$ cat src/rtl/mdu.sv
`timescale 1ns/1ps
// -----------------------------------------------------------------------------
// mdu -- MIPS-style multiply/divide unit with HI/LO registers.
//
// Multiplies take 5 busy cycles; divides use restoring division on operand
// magnitudes and take DATA_W busy cycles, one quotient bit per cycle.
// mthi/mtlo write HI/LO in a single cycle. HI/LO keep their old values while
// an operation is in flight and are updated only on its completion edge.
//
// Optional feature: define MDU_MADD_EN to enable madd/maddu/msub/msubu
// (codes 7-10). Without it those codes are treated as nop.
//
// Ports:
//   clk    in   rising-edge clock
//   rst_n  in   asynchronous active-low reset
//   A      in   operand 1 (rs): dividend / multiplicand / mthi-mtlo source
//   B      in   operand 2 (rt): divisor / multiplier
//   MDUOp  in   operation code (0 nop,1 mult,2 multu,3 div,4 divu,5 mthi,
//               6 mtlo,7 madd,8 maddu,9 msub,10 msubu, others nop)
//   start  in   qualifies MDUOp for one cycle
//   HI     out  HI register
//   LO     out  LO register
//   busy   out  registered, high while a mult/div is in progress
//   stall  out  combinational: busy or a multi-cycle op being requested
// -----------------------------------------------------------------------------
module mdu #(
  parameter int DATA_W = 32
) (
  input  logic              clk,
  input  logic              rst_n,
  input  logic [DATA_W-1:0] A,
  input  logic [DATA_W-1:0] B,
  input  logic [3:0]        MDUOp,
  input  logic              start,
  output logic [DATA_W-1:0] HI,
  output logic [DATA_W-1:0] LO,
  output logic              busy,
  output logic              stall
);

  localparam int CNT_W = $clog2(DATA_W + 1);
  localparam logic [CNT_W-1:0] MUL_CYC = CNT_W'(5);
  localparam logic [CNT_W-1:0] DIV_CYC = CNT_W'(DATA_W);

  localparam logic [3:0] OP_MULT  = 4'd1;
  localparam logic [3:0] OP_MULTU = 4'd2;
  localparam logic [3:0] OP_DIV   = 4'd3;
  localparam logic [3:0] OP_DIVU  = 4'd4;
  localparam logic [3:0] OP_MTHI  = 4'd5;
  localparam logic [3:0] OP_MTLO  = 4'd6;
`ifdef MDU_MADD_EN
  localparam logic [3:0] OP_MADD  = 4'd7;
  localparam logic [3:0] OP_MADDU = 4'd8;
  localparam logic [3:0] OP_MSUB  = 4'd9;
  localparam logic [3:0] OP_MSUBU = 4'd10;

  localparam logic [1:0] ACC_NONE = 2'd0;
  localparam logic [1:0] ACC_ADD  = 2'd1;
  localparam logic [1:0] ACC_SUB  = 2'd2;
`endif

  typedef enum logic [1:0] {IDLE, MUL, DIV} state_t;

  // Two's-complement negate when neg is set.
  function automatic logic [DATA_W-1:0] neg_if(input logic [DATA_W-1:0] v,
                                               input logic neg);
    return neg ? (~v + DATA_W'(1)) : v;
  endfunction

  state_t            state, state_nxt;
  logic [CNT_W-1:0]  cnt, cnt_nxt;
  logic              busy_nxt;
  logic              mul_done, div_done;

  logic              is_mul, is_div, op_sgn, accept;
`ifdef MDU_MADD_EN
  logic [1:0]        acc_d, acc_mode;
`endif

  // Latched operands: raw values for multiply, magnitudes for divide.
  // During DIV op_a doubles as the dividend/quotient shift register.
  logic [DATA_W-1:0] op_a, op_b, rem;
  logic              mul_sgn, q_neg, r_neg, dz;

  logic [2*DATA_W-1:0] ma, mb, prod, mul_res;
  logic [DATA_W:0]     div_shift, div_diff;
  logic [DATA_W-1:0]   rem_nxt, quo_nxt;

  // Opcode decode
  always_comb begin
    is_mul = 1'b0;
    is_div = 1'b0;
    op_sgn = 1'b0;
`ifdef MDU_MADD_EN
    acc_d  = ACC_NONE;
`endif
    case (MDUOp)
      OP_MULT:  begin is_mul = 1'b1; op_sgn = 1'b1; end
      OP_MULTU: is_mul = 1'b1;
      OP_DIV:   begin is_div = 1'b1; op_sgn = 1'b1; end
      OP_DIVU:  is_div = 1'b1;
`ifdef MDU_MADD_EN
      OP_MADD:  begin is_mul = 1'b1; op_sgn = 1'b1; acc_d = ACC_ADD; end
      OP_MADDU: begin is_mul = 1'b1; acc_d = ACC_ADD; end
      OP_MSUB:  begin is_mul = 1'b1; op_sgn = 1'b1; acc_d = ACC_SUB; end
      OP_MSUBU: begin is_mul = 1'b1; acc_d = ACC_SUB; end
`endif
      default: ;
    endcase
  end

  assign accept = start && (state == IDLE);
  assign stall  = busy | (start & (is_mul | is_div));

  // FSM state register
  always_ff @(posedge clk or negedge rst_n) begin
    if (!rst_n) begin
      state <= IDLE;
      cnt   <= '0;
      busy  <= 1'b0;
    end else begin
      state <= state_nxt;
      cnt   <= cnt_nxt;
      busy  <= busy_nxt;
    end
  end

  // FSM next state
  always_comb begin
    state_nxt = state;
    cnt_nxt   = cnt;
    busy_nxt  = busy;
    mul_done  = 1'b0;
    div_done  = 1'b0;
    case (state)
      IDLE: begin
        if (accept && is_mul) begin
          state_nxt = MUL;
          cnt_nxt   = MUL_CYC;
          busy_nxt  = 1'b1;
        end else if (accept && is_div) begin
          state_nxt = DIV;
          cnt_nxt   = DIV_CYC;
          busy_nxt  = 1'b1;
        end
      end
      MUL: begin
        cnt_nxt = cnt - CNT_W'(1);
        if (cnt == CNT_W'(1)) begin
          mul_done  = 1'b1;
          state_nxt = IDLE;
          busy_nxt  = 1'b0;
        end
      end
      DIV: begin
        cnt_nxt = cnt - CNT_W'(1);
        if (cnt == CNT_W'(1)) begin
          div_done  = 1'b1;
          state_nxt = IDLE;
          busy_nxt  = 1'b0;
        end
      end
      default: begin
        state_nxt = IDLE;
        busy_nxt  = 1'b0;
      end
    endcase
  end

  // Product: sign/zero-extend to 2*DATA_W; the low 2*DATA_W bits of the
  // product are then correct for both signed and unsigned operands.
  always_comb begin
    ma   = {{DATA_W{mul_sgn & op_a[DATA_W-1]}}, op_a};
    mb   = {{DATA_W{mul_sgn & op_b[DATA_W-1]}}, op_b};
    prod = ma * mb;
`ifdef MDU_MADD_EN
    case (acc_mode)
      ACC_ADD: mul_res = {HI, LO} + prod;
      ACC_SUB: mul_res = {HI, LO} - prod;
      default: mul_res = prod;
    endcase
`else
    mul_res = prod;
`endif
  end

  // One restoring-division step; bit DATA_W of the difference is the borrow.
  always_comb begin
    div_shift = {rem, op_a[DATA_W-1]};
    div_diff  = div_shift - {1'b0, op_b};
    if (!div_diff[DATA_W]) begin
      rem_nxt = div_diff[DATA_W-1:0];
      quo_nxt = {op_a[DATA_W-2:0], 1'b1};
    end else begin
      rem_nxt = div_shift[DATA_W-1:0];
      quo_nxt = {op_a[DATA_W-2:0], 1'b0};
    end
  end

  // Datapath registers and HI/LO
  always_ff @(posedge clk or negedge rst_n) begin
    if (!rst_n) begin
      op_a     <= '0;
      op_b     <= '0;
      rem      <= '0;
      mul_sgn  <= 1'b0;
      q_neg    <= 1'b0;
      r_neg    <= 1'b0;
      dz       <= 1'b0;
`ifdef MDU_MADD_EN
      acc_mode <= ACC_NONE;
`endif
      HI       <= '0;
      LO       <= '0;
    end else begin
      if (accept && is_mul) begin
        op_a     <= A;
        op_b     <= B;
        mul_sgn  <= op_sgn;
`ifdef MDU_MADD_EN
        acc_mode <= acc_d;
`endif
      end
      if (accept && is_div) begin
        op_a  <= neg_if(A, op_sgn & A[DATA_W-1]);
        op_b  <= neg_if(B, op_sgn & B[DATA_W-1]);
        rem   <= '0;
        q_neg <= op_sgn & (A[DATA_W-1] ^ B[DATA_W-1]);
        r_neg <= op_sgn & A[DATA_W-1];
        dz    <= (B == '0);
      end
      if (state == DIV) begin
        op_a <= quo_nxt;
        rem  <= rem_nxt;
      end
      if (accept && (MDUOp == OP_MTHI)) HI <= A;
      if (accept && (MDUOp == OP_MTLO)) LO <= A;
      if (mul_done) {HI, LO} <= mul_res;
      // A zero divisor runs the full sequence but leaves HI/LO untouched.
      if (div_done && !dz) begin
        LO <= neg_if(quo_nxt, q_neg);
        HI <= neg_if(rem_nxt, r_neg);
      end
    end
  end

endmodule

$ cat config.mk
export PLATFORM = sky130hd
export DESIGN_NAME = mdu
export DESIGN_NICKNAME = d
export VERILOG_FILES = /design/src/rtl/mdu.sv
export SDC_FILE = /design/constraint.sdc
export NUM_CORES = 2
export LEC_CHECK = 0
export ABC_AREA = 0
export ABC_CLOCK_PERIOD_IN_PS = 7600
export BUFFER_PORTS_ARGS = -buffer_cell sky130_fd_sc_hd__buf_2
export CAP_MARGIN = 25
export CELL_PAD_IN_SITES_DETAIL_PLACEMENT = 2
export CELL_PAD_IN_SITES_GLOBAL_PLACEMENT = 2
export CORE_ASPECT_RATIO = 0.5
export CORE_UTILIZATION = 38
export DETAILED_ROUTE_END_ITERATION = 7
export PLACE_DENSITY = 0.82
export RECOVER_POWER = 100
export SETUP_SLACK_MARGIN = 0.1
export SLEW_MARGIN = 20
export SYNTH_ARGS = -nofsm -noshare
export SYNTH_HDL_FRONTEND = slang
export SYNTH_SLANG_ARGS = --single-unit
$ cat constraint.sdc
create_clock -name clk -period 7.6 [get_ports clk]
set_input_delay 1.52 -clock clk [delete_from_list [all_inputs] [get_ports clk]]
set_output_delay 1.52 -clock clk [all_outputs]
set_load 0.02 [all_outputs]
==> flow_summary.json, run 1 <==
{
  "status": "stopped before the end",
  "stop_stage": "5_1_grt",
  "tool.error": "[ERROR GRT-0232] Routing congestion too high. Check the congestion heatmap in the GUI.",
  "synth_xor_xnor_area_share_pct": 3.59,
  "ys_top_cells_by_area": "fa_1 (44%), inv_1 (8.7%), dfrtp_1 (8.5%), nand2_1 (7.0%), ha_1 (6.3%)",
  "cts_sinks": 173,
  "synth_edf_count": 0,
  "post-synth-top-area-cell": "fa_1",
  "ys_types": 95,
  "netlist_area_um2": 51000,
  "start_util_pct": 38.6,
  "synth_top_area_share_pct": 44.2,
  "grt_max_degree": 91,
  "synth_compound_area_share_pct": 9.50,
  "holdBufCountCts": 0,
  "synthSimpleGateAreaFrac_pct": 15.6,
  "syn_area_per_cell_um2": 8.73,
  "die_h_um": 261,
  "synth-warning-count": 0,
  "cts_inserted_buffers": 17,
  "htreeDepth": 4,
  "synth-adder-area-share_pct": 50.4,
  "antenna_found_initial": 104,
  "syn-num-nets": 7297,
  "io_buffers": 136,
  "worstEpCategory": "sequential cell input",
  "synth_top_family_by_area": "adder cells",
  "crit_endpoint": "HI[16]$_DFFE_PN0P_/D",
  "cts-root-buf": "clkbuf_16",
  "gp_congestion": 0.974,
  "async_flop_share_pct": 100,
  "rows": 94,
  "synth_mux_area_share_pct": 0.988,
  "die_w_um": 520,
  "ys_ff_latch": 173,
  "track_usage_pct": 80.5,
  "cts_max_path_buffers": 2,
  "dp_hpwl_mm": 221,
  "ys_seq_area_share_pct": 8.48,
  "syn_inst": 5845,
  "gr-total-overflow": 231,
  "pin_count": 137,
  "synth_ff_type": "dfrtp_1"
}
==> per-stage QoR <==
stage / setup WS (ns) / utilization (%) / cells / hold WS, ns / instance area (um2)
floorplan: -0.157 / - / 5845 / 0.458 / 51300
global placement: -0.632 / 43.9 / 8002 / 0.525 / 58100
detailed placement: -1.42 / 44.0 / 8003 / 0.542 / 58200
CTS: -0.924 / 46.4 / 8138 / 0.576 / 61400
==> layer usage <==
metal,track usage [%],GRT overflow
met3,72.4,5
met5,51.7,0
met1,78.1,1
met4,80.9,114
met2,92.9,111
==> cell families after synthesis <==
group | Yosys count
AOI/OAI and AO/OA | 764
xor gates and xnor gates | 209
adders and majority gates | 1381
buffers and inverters | 1544
DFF | 173
muxes | 50
and+or+nand+nor | 1724
==> repair_timing <==
item                       4_1_cts
setup buffers                  104
setup endpoints to repair       50
pin swaps                      139
cloned                           3
gates resized for setup        444
==> cell usage after synthesis (all sizes together), types with 5 or more instances <==
master and n:
nand2 948, a221oi 7, clkbuf 302, xnor2 112, nor4 10, o41ai 16
o211ai 33, and3 41, o21bai 17, or3 31, ha 255, a31oi 18
nand3b 8, a21oi 220, a21boi 8, nor2b 12, o31a 5, nand2b 14
a221o 5, a31o 9, mux2i 47, nor4b 5, o21a 19, nor3 40
and4 6, nand4 11, buf 57, a211oi 40, and2 319, fa 1126
a22o 5, or4 22, dfrtp 173, o31ai 27, a21o 50, o21ai 237
nand3 56, inv 1183, nor2 182, xor2 97, or2 10
==> inputs of run 2 (changes only) <==
==> config.mk (replaced) <==
export PLATFORM = sky130hd
export DESIGN_NAME = mdu
export DESIGN_NICKNAME = d
export VERILOG_FILES = /design/src/rtl/mdu.sv
export SDC_FILE = /design/constraint.sdc
export NUM_CORES = 2
export LEC_CHECK = 0
export ABC_AREA = 0
export ABC_CLOCK_PERIOD_IN_PS = 9900
export BUFFER_PORTS_ARGS = -buffer_cell sky130_fd_sc_hd__buf_2
export CAP_MARGIN = 25
export CORE_UTILIZATION = 40
export DETAILED_ROUTE_END_ITERATION = 7
export PLACE_DENSITY_LB_ADDON = 0.15
export RECOVER_POWER = 100
export SLEW_MARGIN = 20
export SYNTH_ARGS = -nofsm -noshare
export SYNTH_HDL_FRONTEND = slang
export SYNTH_SLANG_ARGS = --single-unit
==> constraint.sdc (replaced) <==
create_clock -name clk -period 9.9 [get_ports clk]
set_input_delay 1.98 -clock clk [delete_from_list [all_inputs] [get_ports clk]]
set_output_delay 1.98 -clock clk [all_outputs]
set_load 0.02 [all_outputs]
==> flow_summary.json, run 2 <==
{
  "ys_types": 95,
  "gp_congestion": 0.932,
  "seq_area_um2": 4340,
  "cts_tree": "done",
  "tns_ns": 0,
  "wl_mm": 170,
  "cp_max_fo": 39,
  "fillers": 12700,
  "yosysMostFrequentCell": "inv_1",
  "period_needed_ns": 9.27,
  "netlist_area_um2": 51000,
  "ys_seq_area_share_pct": 8.48,
  "num-nets-final": 7240,
  "pin_count": 137,
  "drive_above_1_share_pct": 5.05,
  "viasPerCell": 5.37,
  "cts_setup_buffers": 0,
  "area_growth_pct": 5.90,
  "grt_max_degree": 85,
  "antenna_found_initial": 9,
  "worstPathArrival_ns": 9.68,
  "die_h_um": 359,
  "start_util_pct": 40.5,
  "pre_cts_slack_ns": 0.823,
  "cts_max_path_buffers": 2,
  "htreeDepth": 4,
  "drc_errors": 0,
  "r2r_slack_ns": 0.63,
  "core-area_um2": 126000,
  "syn_area_per_cell_um2": 8.73,
  "post_cts_resized": 0,
  "rsz0062_at_grt": "no",
  "clkSlewWorstSetupHoldPaths_ns": 0.08,
  "synth_top_area_share_pct": 44.2,
  "place_inst": 7417,
  "synth_ff_type": "dfrtp_1",
  "worst_pin_slew_ns": 5.47,
  "hold_class": "reg -> reg",
  "top_layer_used": "met5",
  "relSlewSlack_pct": -264,
  "dp_hpwl_mm": 140,
  "final_common_cell": "inv_1",
  "instances_no_fill": 7452,
  "syn_inst": 5845,
  "cts_sinks": 173,
  "cts-root-buf": "clkbuf_16",
  "track_usage_pct": 27.0,
  "grt_pass1_wl_mm": 264,
  "wl_met3_mm": 9.78,
  "grt_pass1_vias": 41700,
  "maxCapViolCount": 8,
  "fin_ws_ns": 0.633,
  "wl_per_cell_um": 22.8,
  "drt_iter0_drc": 2936,
  "die_w_um": 359,
  "violations": "capacitance limit, slew limit",
  "ys_ff_latch": 173,
  "critPathKind": "reg -> reg",
  "yosys-top-cells-count": "inv_1 (1182), fa_1 (1126), nand2_1 (948)",
  "multiInputGateArea_um2": 40900,
  "slew_violations": 410,
  "finalCritPeriodShare_pct": 93.6,
  "end_kind": "flip-flop",
  "dieArea_um2": 129000,
  "syn-num-nets": 7297,
  "fin_skew_ns": 0.0312,
  "ys_top_cells_by_area": "fa_1 (44%), inv_1 (8.7%), dfrtp_1 (8.5%), nand2_1 (7.0%), ha_1 (6.3%)",
  "crit_path_start_kind": "flip-flop",
  "final_antenna_net_count": 0,
  "post-synth-top-area-cell": "fa_1",
  "synth-warning-count": 0,
  "finalSetupViolCount": 0,
  "status": "complete, but fails checks",
  "clock_latency_ns": 0.54,
  "vias": 40000,
  "routed-wl-met2_mm": 79.0,
  "rows": 130,
  "io_buffers": 136,
  "required_ns": 10.31,
  "synth_edf_count": 0,
  "hold_violations": 0,
  "gr-total-overflow": 0,
  "cts_inserted_buffers": 17,
  "first_pass_iters": 6,
  "layout_common_cells": "inv_1 (1183), fa_1 (1126), nand2_1 (947), and2_1 (313), ha_1 (254)",
  "max_freq_ghz": 0.108,
  "async_flop_share_pct": 100,
  "holdBufCountCts": 0,
  "wl_met1_mm": 73.9
}
## run 2: cell counts after synthesis
Identical to the previous run, type by type.
## run 2: per-layer routing
layer / vias to the layer above / GRT usage, %
met4: 2 / 10.0
met1: 20900 / 37.7
met3: 245 / 3.29
met2: 1248 / 43.0
met5: - / 0
li1: 17600 / -
## run 2: final timing paths
| check | start | to | depth (start not counted) |
|---|---|---|---|
| hold / removal | busy | busy | 1 |
| min in group asynchronous | rst_n | state[1] | 1 |
| max in group asynchronous | rst_n | LO[20] | 3 |
| hold reg to reg | busy | busy | 1 |
| setup reg to reg | op_a[16] | HI[21] | 26 |
| setup / recovery | op_a[16] | HI[21] | 26 |
## run 2: layout make-up
cell class,count,area share [%]
Antenna cell,2,0.00926
Clock buffer,17,0.787
Clock inverter,14,0.299
Inverter,1185,8.23
Multi-Input combinational cell,4128,75.6
Sequential cell,173,8.03
Tap cell,1650,3.82
Timing Repair Buffer,283,3.20
## run 2: stage by stage
stage	instance area, um2	utilization, %	hold WS [ns]
6_report	54100	42.9	0.531
5_1_grt	54000	42.9	0.548
4_1_cts	54200	43.0	0.527
3_5_place_dp	53600	42.5	0.506
3_3_place_gp	53600	42.5	0.497
2_1_floorplan	51000	-	0.458
## run 2: worst max-delay path, stage by stage, from the launching register on
cell and delay, ns:
dfrtp_2 1.02, nand2_1 0.19, fa_1 0.59, inv_1 0.06
fa_1 0.48, fa_1 0.53, inv_1 0.06, fa_1 0.46
fa_1 0.52, inv_1 0.06, fa_1 0.51, fa_1 0.50
inv_1 0.05, fa_1 0.52, inv_1 0.05, ha_1 0.37
a21oi_1 0.16, o21ai_0 0.14, o31a_1 0.38, a221oi_1 0.73
o2bb2ai_1 0.30, o221ai_1 0.25, clkbuf_1 0.32, o21ai_0 0.18
xnor2_1 0.39, o21ai_0 0.15, o221a_1 0.15
## run 2: cell families (layout without fill, tap and decap cells)
family / count (synthesis) / count (layout) / synth area share [%]
and+or+nand+nor: 1724 / 1724 / 15.6
buffers and inverters: 1544 / 1499 / 11.4
adders and majority gates: 1381 / 1381 / 50.4
AOI/OAI and AO/OA: 764 / 764 / 9.50
xor gates and xnor gates: 209 / 209 / 3.59
DFF: 173 / 173 / 8.48
muxes: 50 / 50 / 0.988
other: 0 / 2 / 0
Power of run 2 is not shown: default switching activity piles up to over one toggle a cycle in this logic, so the estimate is an artifact.
